==> src/rtl/keypad_pkg.sv <==
// Shared definitions for the keypad operand entry block.
// Holds the special key codes, the entry FSM states and the key qualifier states.
// Build option: KEYPAD_SUB_EN enables subtraction via key B (see keypad_operand_entry).
package keypad_pkg;

  localparam logic [3:0] KEY_ADD  = 4'hA;
  localparam logic [3:0] KEY_SUB  = 4'hB;
  localparam logic [3:0] KEY_CLR  = 4'hD;
  localparam logic [3:0] KEY_EQ   = 4'hE;
  localparam logic [3:0] KEY_NONE = 4'hF;

  typedef enum logic [1:0] {
    S_A    = 2'd0,
    S_B    = 2'd1,
    S_DONE = 2'd2
  } entry_state_t;

  typedef enum logic {
    ARMED        = 1'b0,
    WAIT_RELEASE = 1'b1
  } qual_state_t;

endpackage

==> src/rtl/key_event.sv <==
// Turns the raw scanner key code into one event per physical key press.
// Ports:
//   clk, reset  system clock, synchronous active-high reset
//   key_code    raw scanner code (4'hF = no key)
//   key_evt     one-cycle pulse, combinational, valid at the edge that applies the key
//   evt_code    key code belonging to key_evt
module key_event
  import keypad_pkg::*;
#(
  parameter int unsigned RELEASE_CYCLES = 1048576
) (
  input  logic       clk,
  input  logic       reset,
  input  logic [3:0] key_code,
  output logic       key_evt,
  output logic [3:0] evt_code
);

  localparam int unsigned CW = (RELEASE_CYCLES > 1) ? $clog2(RELEASE_CYCLES) : 1;

  logic [3:0]  key_q;
  qual_state_t state_q, state_d;
  logic [CW-1:0] rel_cnt_q, rel_cnt_d;

  // Two identical consecutive non-idle samples qualify a press.
  assign key_evt  = (state_q == ARMED) && (key_code != KEY_NONE) && (key_code == key_q);
  assign evt_code = key_code;

  always_comb begin
    state_d   = state_q;
    rel_cnt_d = rel_cnt_q;
    unique case (state_q)
      ARMED: begin
        rel_cnt_d = '0;
        if (key_evt) state_d = WAIT_RELEASE;
      end
      WAIT_RELEASE: begin
        // Scanner drops out to F between column scans, so only a long F run is a release.
        if (key_code != KEY_NONE) begin
          rel_cnt_d = '0;
        end else if (rel_cnt_q == CW'(RELEASE_CYCLES - 1)) begin
          rel_cnt_d = '0;
          state_d   = ARMED;
        end else begin
          rel_cnt_d = rel_cnt_q + 1'b1;
        end
      end
      default: state_d = ARMED;
    endcase
  end

  always_ff @(posedge clk) begin
    if (reset) begin
      key_q     <= KEY_NONE;
      state_q   <= ARMED;
      rel_cnt_q <= '0;
    end else begin
      key_q     <= key_code;
      state_q   <= state_d;
      rel_cnt_q <= rel_cnt_d;
    end
  end

endmodule

==> src/rtl/keypad_operand_entry.sv <==
// Builds two decimal operands from keypad digits and computes their sum on '#'.
// Ports:
//   clk, reset     system clock, synchronous active-high reset
//   key_code       scanner key code: 0-9 digits, A add, D clear, E equals, F none
//   operand_a/b    operand registers
//   result         registered operand_a+operand_b (W+1 bits)
//   result_valid   one-cycle pulse when result updates
//   display_value  operand_a in S_A, operand_b in S_B, result in S_DONE
//   entry_state    current entry FSM state
// Build option: define KEYPAD_SUB_EN to let key B in S_A select subtraction
// (two's complement W+1-bit result); otherwise B is ignored.
module keypad_operand_entry
  import keypad_pkg::*;
#(
  parameter int unsigned DIGITS         = 3,
  parameter int unsigned W              = 10,
  parameter int unsigned RELEASE_CYCLES = 1048576
) (
  input  logic         clk,
  input  logic         reset,
  input  logic [3:0]   key_code,
  output logic [W-1:0] operand_a,
  output logic [W-1:0] operand_b,
  output logic [W:0]   result,
  output logic         result_valid,
  output logic [W:0]   display_value,
  output logic [1:0]   entry_state
);

  localparam int unsigned CNT_W = $clog2(DIGITS + 1);

  logic       key_evt;
  logic [3:0] evt_code;

  key_event #(
    .RELEASE_CYCLES(RELEASE_CYCLES)
  ) u_key_event (
    .clk     (clk),
    .reset   (reset),
    .key_code(key_code),
    .key_evt (key_evt),
    .evt_code(evt_code)
  );

  entry_state_t state_q, state_d;
  logic [W-1:0] a_q, a_d, b_q, b_d;
  logic [CNT_W-1:0] cnt_a_q, cnt_a_d, cnt_b_q, cnt_b_d;
  logic [W:0]   res_q, res_d, disp_q, disp_d;
  logic         rv_q, rv_d;
`ifdef KEYPAD_SUB_EN
  logic         op_q, op_d;  // 1 = subtract
`endif

  // Digit-count limit guarantees the product fits in W bits.
  function automatic logic [W-1:0] append_digit(input logic [W-1:0] v, input logic [3:0] d);
    return v * W'(10) + W'(d);
  endfunction

  always_comb begin
    state_d = state_q;
    a_d     = a_q;
    b_d     = b_q;
    cnt_a_d = cnt_a_q;
    cnt_b_d = cnt_b_q;
    res_d   = res_q;
    rv_d    = 1'b0;
`ifdef KEYPAD_SUB_EN
    op_d    = op_q;
`endif
    if (key_evt) begin
      if (evt_code < 4'd10) begin
        unique case (state_q)
          S_A: begin
            if (cnt_a_q < CNT_W'(DIGITS)) begin
              a_d     = append_digit(a_q, evt_code);
              cnt_a_d = cnt_a_q + 1'b1;
            end
          end
          S_B: begin
            if (cnt_b_q < CNT_W'(DIGITS)) begin
              b_d     = append_digit(b_q, evt_code);
              cnt_b_d = cnt_b_q + 1'b1;
            end
          end
          default: begin
            // New entry starts directly with this digit.
            a_d     = W'(evt_code);
            cnt_a_d = CNT_W'(1);
            b_d     = '0;
            cnt_b_d = '0;
            res_d   = '0;
            state_d = S_A;
`ifdef KEYPAD_SUB_EN
            op_d    = 1'b0;
`endif
          end
        endcase
      end else begin
        case (evt_code)
          KEY_ADD: begin
            if (state_q == S_A) begin
              state_d = S_B;
              b_d     = '0;
              cnt_b_d = '0;
`ifdef KEYPAD_SUB_EN
              op_d    = 1'b0;
`endif
            end
          end
`ifdef KEYPAD_SUB_EN
          KEY_SUB: begin
            if (state_q == S_A) begin
              state_d = S_B;
              b_d     = '0;
              cnt_b_d = '0;
              op_d    = 1'b1;
            end
          end
`endif
          KEY_EQ: begin
            if (state_q == S_B) begin
`ifdef KEYPAD_SUB_EN
              res_d = op_q ? ({1'b0, a_q} - {1'b0, b_q}) : ({1'b0, a_q} + {1'b0, b_q});
`else
              res_d = {1'b0, a_q} + {1'b0, b_q};
`endif
              rv_d    = 1'b1;
              state_d = S_DONE;
            end
          end
          KEY_CLR: begin
            a_d     = '0;
            b_d     = '0;
            cnt_a_d = '0;
            cnt_b_d = '0;
            res_d   = '0;
            state_d = S_A;
`ifdef KEYPAD_SUB_EN
            op_d    = 1'b0;
`endif
          end
          default: ;
        endcase
      end
    end

    unique case (state_d)
      S_A:     disp_d = {1'b0, a_d};
      S_B:     disp_d = {1'b0, b_d};
      default: disp_d = res_d;
    endcase
  end

  always_ff @(posedge clk) begin
    if (reset) begin
      state_q <= S_A;
      a_q     <= '0;
      b_q     <= '0;
      cnt_a_q <= '0;
      cnt_b_q <= '0;
      res_q   <= '0;
      rv_q    <= 1'b0;
      disp_q  <= '0;
`ifdef KEYPAD_SUB_EN
      op_q    <= 1'b0;
`endif
    end else begin
      state_q <= state_d;
      a_q     <= a_d;
      b_q     <= b_d;
      cnt_a_q <= cnt_a_d;
      cnt_b_q <= cnt_b_d;
      res_q   <= res_d;
      rv_q    <= rv_d;
      disp_q  <= disp_d;
`ifdef KEYPAD_SUB_EN
      op_q    <= op_d;
`endif
    end
  end

  assign operand_a     = a_q;
  assign operand_b     = b_q;
  assign result        = res_q;
  assign result_valid  = rv_q;
  assign display_value = disp_q;
  assign entry_state   = state_q;

endmodule

==> config.mk <==
export PLATFORM = sky130hd
export DESIGN_NAME = keypad_operand_entry
export DESIGN_NICKNAME = d
export VERILOG_FILES = /design/src/rtl/keypad_pkg.sv /design/src/rtl/key_event.sv /design/src/rtl/keypad_operand_entry.sv
export SDC_FILE = /design/constraint.sdc
export NUM_CORES = 1
export LEC_CHECK = 0
export CORE_MARGIN = 5
export CORE_UTILIZATION = 55
export DETAILED_ROUTE_END_ITERATION = 10
export GPL_TIMING_DRIVEN = 0
export PLACE_DENSITY_LB_ADDON = 0.08
export SYNTH_ARGS = -nofsm -noshare
export SYNTH_HDL_FRONTEND = slang
export SYNTH_SLANG_ARGS = --single-unit
==> constraint.sdc <==
create_clock -name clk -period 5 [get_ports clk]
set_input_delay 1 -clock clk [delete_from_list [all_inputs] [get_ports clk]]
set_output_delay 1 -clock clk [all_outputs]
set_load 0.02 [all_outputs]
==> results.txt <==
----------------------------------------------------
[Die]
  Total Die Area ... 0.0100 sq mm
  I/O Pins ... 51
  DIE HEIGHT ... 100 um
  X dimension of the die ... 100 um
  # rows ... 32
  Initial standard-cell utilization of the core ... 57.3%
  Core footprint ... 0.00781 sq mm

[Finish]
  Layout cell share with drive strength beyond 1 ... 5.98%
  Fillers ... 652
  Signed area change from the synthesized netlist to the final layout ... 19.5%
  Net count, final ... 632
  Diodes inserted ... 0
  Non-Filler Cell Area, Final ... 0.00534 sq mm

[Pwr]
  Part of the power in combinational logic ... 6.0%
  Overall power after layout ... 1.22 mW
  Total power divided by cell area ... 229 mW/mm^2
  Reg power frac ... 48.8%
  Net Sw Frac ... 24.6%
  Switching power summed over all nets ... 0.301 mW
  Internal power summed over all cells ... 0.921 mW
  Leakage power ... 2.15 nW
  Clock network fraction of design power ... 45.2%
  Worst vdd rail ir drop ... 0.139 mV

[Route]
  Routed WL ... 12400 um
  First drt pass iteration count ... 5
  Via density per instance ... 5.94
  Via count ... 4079
  DRC Markers ... 0
  Initial drt markers ... 243
  Post-DR wirelength/cell ... 18.0 um
  Number of nets still failing antenna checks after routing ... 0

[Clock tree]
  Clock transition at the registers of the reported paths ... 0.09 ns
  CTS max path bufs ... 2
  Hold bufs inserted after CTS ... 0
  Clock tree root buffer cell ... sky130_fd_sc_hd__clkbuf_8
  Latest clock arrival within the worst-skew pair ... 0.36 ns
  Number of gates resized after CTS ... 0
  CTS tree ... built
  Clock sinks ... 74
  Total setup buffers inserted after CTS ... 0
  Number of clock buffers inserted by TritonCTS ... 9
  Total number of H-tree levels ... 3

[Yosys]
  Total nets after synthesis ... 571
  Area share of the leading cell type in the synthesized netlist ... 33.1%
  Total of warnings raised by yosys ... 0
  Leading area contributor after synthesis ... sky130_fd_sc_hd__dfxtp_1
  Mean post-synth cell area ... 8.61 sq um
  Leading post-synthesis cells by cell area ... sky130_fd_sc_hd__dfxtp_1, sky130_fd_sc_hd__ha_1, sky130_fd_sc_hd__nor2_1
  Flop and latch count out of synthesis ... 74
  Number of enable flip-flop cells after synthesis ... 0
  Summed instance area of the synthesized netlist ... 0.00447 sq mm
  Dominant cell by count in the synthesized netlist ... sky130_fd_sc_hd__dfxtp_1
  Number of distinct standard cells referenced by the synthesized netlist ... 59
  Sequential cell area fraction in the yosys report ... 33.1%
  Main flop type after synthesis ... sky130_fd_sc_hd__dfxtp_1
  Synth top cells by count ... sky130_fd_sc_hd__dfxtp_1, sky130_fd_sc_hd__nor2_1, sky130_fd_sc_hd__ha_1
  Share of flip-flops with an asynchronous set or reset after synthesis ... 0%
  Cell count after synthesis ... 519

[Global routing]
  Wire length of the first global-routing pass ... 19600 um
  GR Util met1 ... 31.6%
  Met2 global-route usage ... 41.5%
  Global route overflow ... 0
  Number of antenna violations at the first check in global routing ... 0
  Met3 Use GR ... 4.66%
  All-Layer GR Usage ... 24.8%
  Vias in the first global route ... 3963
  Maximum number of pins on one net before global-route repair ... 15
  Routing layer with the top usage in global route ... met2

[Timing]
  Final hold violation count ... 0
  Final TNS setup ... 0 ns
  Finish-stage setup viols ... 0
  Highest clock frequency the design can meet ... 238 MHz
  Slew @ Worst Pin ... 0.848 ns
  Tcrit/Tclk final ... 84.0%
  Final critical path time including I/O delays and setup ... 4.20 ns
  Hold slack final ... 0.446 ns
  Final Max Slew Viols ... 0
  Max-slew headroom ... 43.0%
  Worst Clk Skew ... 0.00911 ns
  Setup repair after global routing missed its margin ... false

[Placed design]
  I/O Buffers ... 50
  Final HPWL from detailed placement ... 9450 um
  DP Area ... 0.00510 sq mm
  RD Place Congestion ... 0.877

[Critical path]
  Crit Path Category ... in2reg
  Required arrival time at the worst endpoint ... 5.23 ns
  Arrival time at the worst endpoint ... 4.43 ns
  Worst reg-to-reg path cell count ... 9
  Setup slack of the most critical reg-to-reg path ... 1.72 ns
  Startpoint class of the critical path ... input port
  Element type at the critical path end ... flip-flop
  Cell seen most often among critical-path stages ... sky130_fd_sc_hd__clkbuf_1
  RR Endpoint ... display_value[8]
  Slowest-stage cell, CP ... sky130_fd_sc_hd__o21ai_0
  Largest stage delay, worst path ... 0.67 ns
  Worst flop-to-flop path startpoint ... operand_a[2]
  Crit Path Max Fanout ... 10
  Critical Path, Cell by Cell ... clkdlybuf4s50_1, clkbuf_1, o21ai_0, and2_1, o211ai_1, a22oi_1, clkbuf_1, mux2i_1, a21oi_1

[Worst hold path]
  Endpoint with the worst hold slack ... u_key_event.rel_cnt_q[0]
  Min-Delay Path Class ... reg2reg
  Start point of the worst min-delay path ... u_key_event.rel_cnt_q[0]
  Cells on Worst Hold Path ... 1

[Job]
  # Max-Cap Violations ... 0

[Status]
  Outcome ... completed

----------------------------------------------------
==> metal layers <==
layer | vias up | part of all wire (%)
met3 | 29 | 5.7
met4 | 0 | 3.0
met5 | - | 0
met1 | 1958 | 43
li1 | 1951 | -
met2 | 141 | 48
==> area by class of cell <==
cell class,instances,area [sq um],share of cell area [%]
Buffer,21,93.8,1.76
Inverter,23,86.3,1.62
Multi-Input combinational cell,401,2820,52.7
Tap cell,102,128,2.39
Sequential cell,74,1480,27.7
Timing Repair Buffer,50,500,9.37
Clock inverter,6,97.6,1.83
Clock buffer,10,138,2.58
==> power by group through the flow <==
stage / sequential, mW / clock (mW) / combinational (mW)
after detailed placement: 0.610 / 0 / 0.0712
after floorplan: 0.611 / 0 / 0.0452
after global routing: 0.596 / 0.578 / 0.0789
after global placement: 0.610 / 0 / 0.0702
final: 0.596 / 0.553 / 0.0730
after CTS: 0.596 / 0.553 / 0.0714
==> layout by cell type, fill, tap and decap left out, types with 6 or more instances in the layout <==
master	Yosys	final
sky130_fd_sc_hd__nand2_1	32	32
sky130_fd_sc_hd__a31oi_1	6	6
sky130_fd_sc_hd__clkbuf_8	0	10
sky130_fd_sc_hd__nor2b_1	8	8
sky130_fd_sc_hd__a21o_1	7	7
sky130_fd_sc_hd__nor2_1	72	72
sky130_fd_sc_hd__o211ai_1	7	7
sky130_fd_sc_hd__and3_1	10	10
sky130_fd_sc_hd__a22oi_1	15	15
sky130_fd_sc_hd__xnor2_1	17	17
sky130_fd_sc_hd__nor3_1	9	9
sky130_fd_sc_hd__ha_1	41	41
sky130_fd_sc_hd__nand2b_1	9	9
sky130_fd_sc_hd__nand3_1	17	17
sky130_fd_sc_hd__and2_1	7	7
sky130_fd_sc_hd__clkbuf_1	19	19
sky130_fd_sc_hd__dfxtp_1	74	74
sky130_fd_sc_hd__xor2_1	27	27
sky130_fd_sc_hd__clkdlybuf4s50_1	0	50
sky130_fd_sc_hd__a21oi_1	30	30
sky130_fd_sc_hd__inv_1	23	23
sky130_fd_sc_hd__o21ai_0	17	17
==> worst max-delay path: cells and delay by family <==
family | cells | cell delay (ns)
AND/OR/NAND/NOR | 1 | 0.24
AO/OA/AOI/OAI | 4 | 1.51
multiplexers | 1 | 0.39
buffers and inverters | 3 | 1.29
==> kinds of logic (layout without fill, tap and decap cells) <==
group	Yosys count	count (layout)	share of synthesized area [%]
mux	7	7	1.68
buf+inv	44	110	4.03
simple gates	190	190	21.2
fa+ha+maj	46	46	13.7
compound gates	112	112	16.7
xor+xnor	46	46	9.63
flops	74	74	33.1
==> stage by stage <==
step	utilization, %	cells	setup WS, ns
2_1_floorplan	-	519	1.60
3_3_place_gp	65.3	671	0.466
3_5_place_dp	65.3	671	0.453
4_1_cts	68.3	687	0.828
5_1_grt	68.4	687	0.577
6_report	68.4	687	0.801
==> state kept, by name, summed over array words and instances, names as in the netlist, 2 cells and up <==
register               flops
cnt_a_q                    2
operand_b                 10
operand_a                 10
display_value             11
cnt_b_q                    2
entry_state                2
u_key_event.key_q          4
result                    11
u_key_event.rel_cnt_q     20
==> worst max-delay path by stage <==
stage | from | end | slack [ns] | depth (start not counted)
after floorplan | key_code[2] | display_value[8] | 1.60 | 9
after global placement | key_code[3] | display_value[9] | 0.47 | 10
after detailed placement | key_code[1] | display_value[6] | 0.45 | 9
after CTS | key_code[1] | display_value[6] | 0.83 | 9
after global routing | key_code[1] | display_value[6] | 0.58 | 9
final | key_code[1] | display_value[6] | 0.80 | 9
Note: power is estimated with default switching activity, not from simulation.
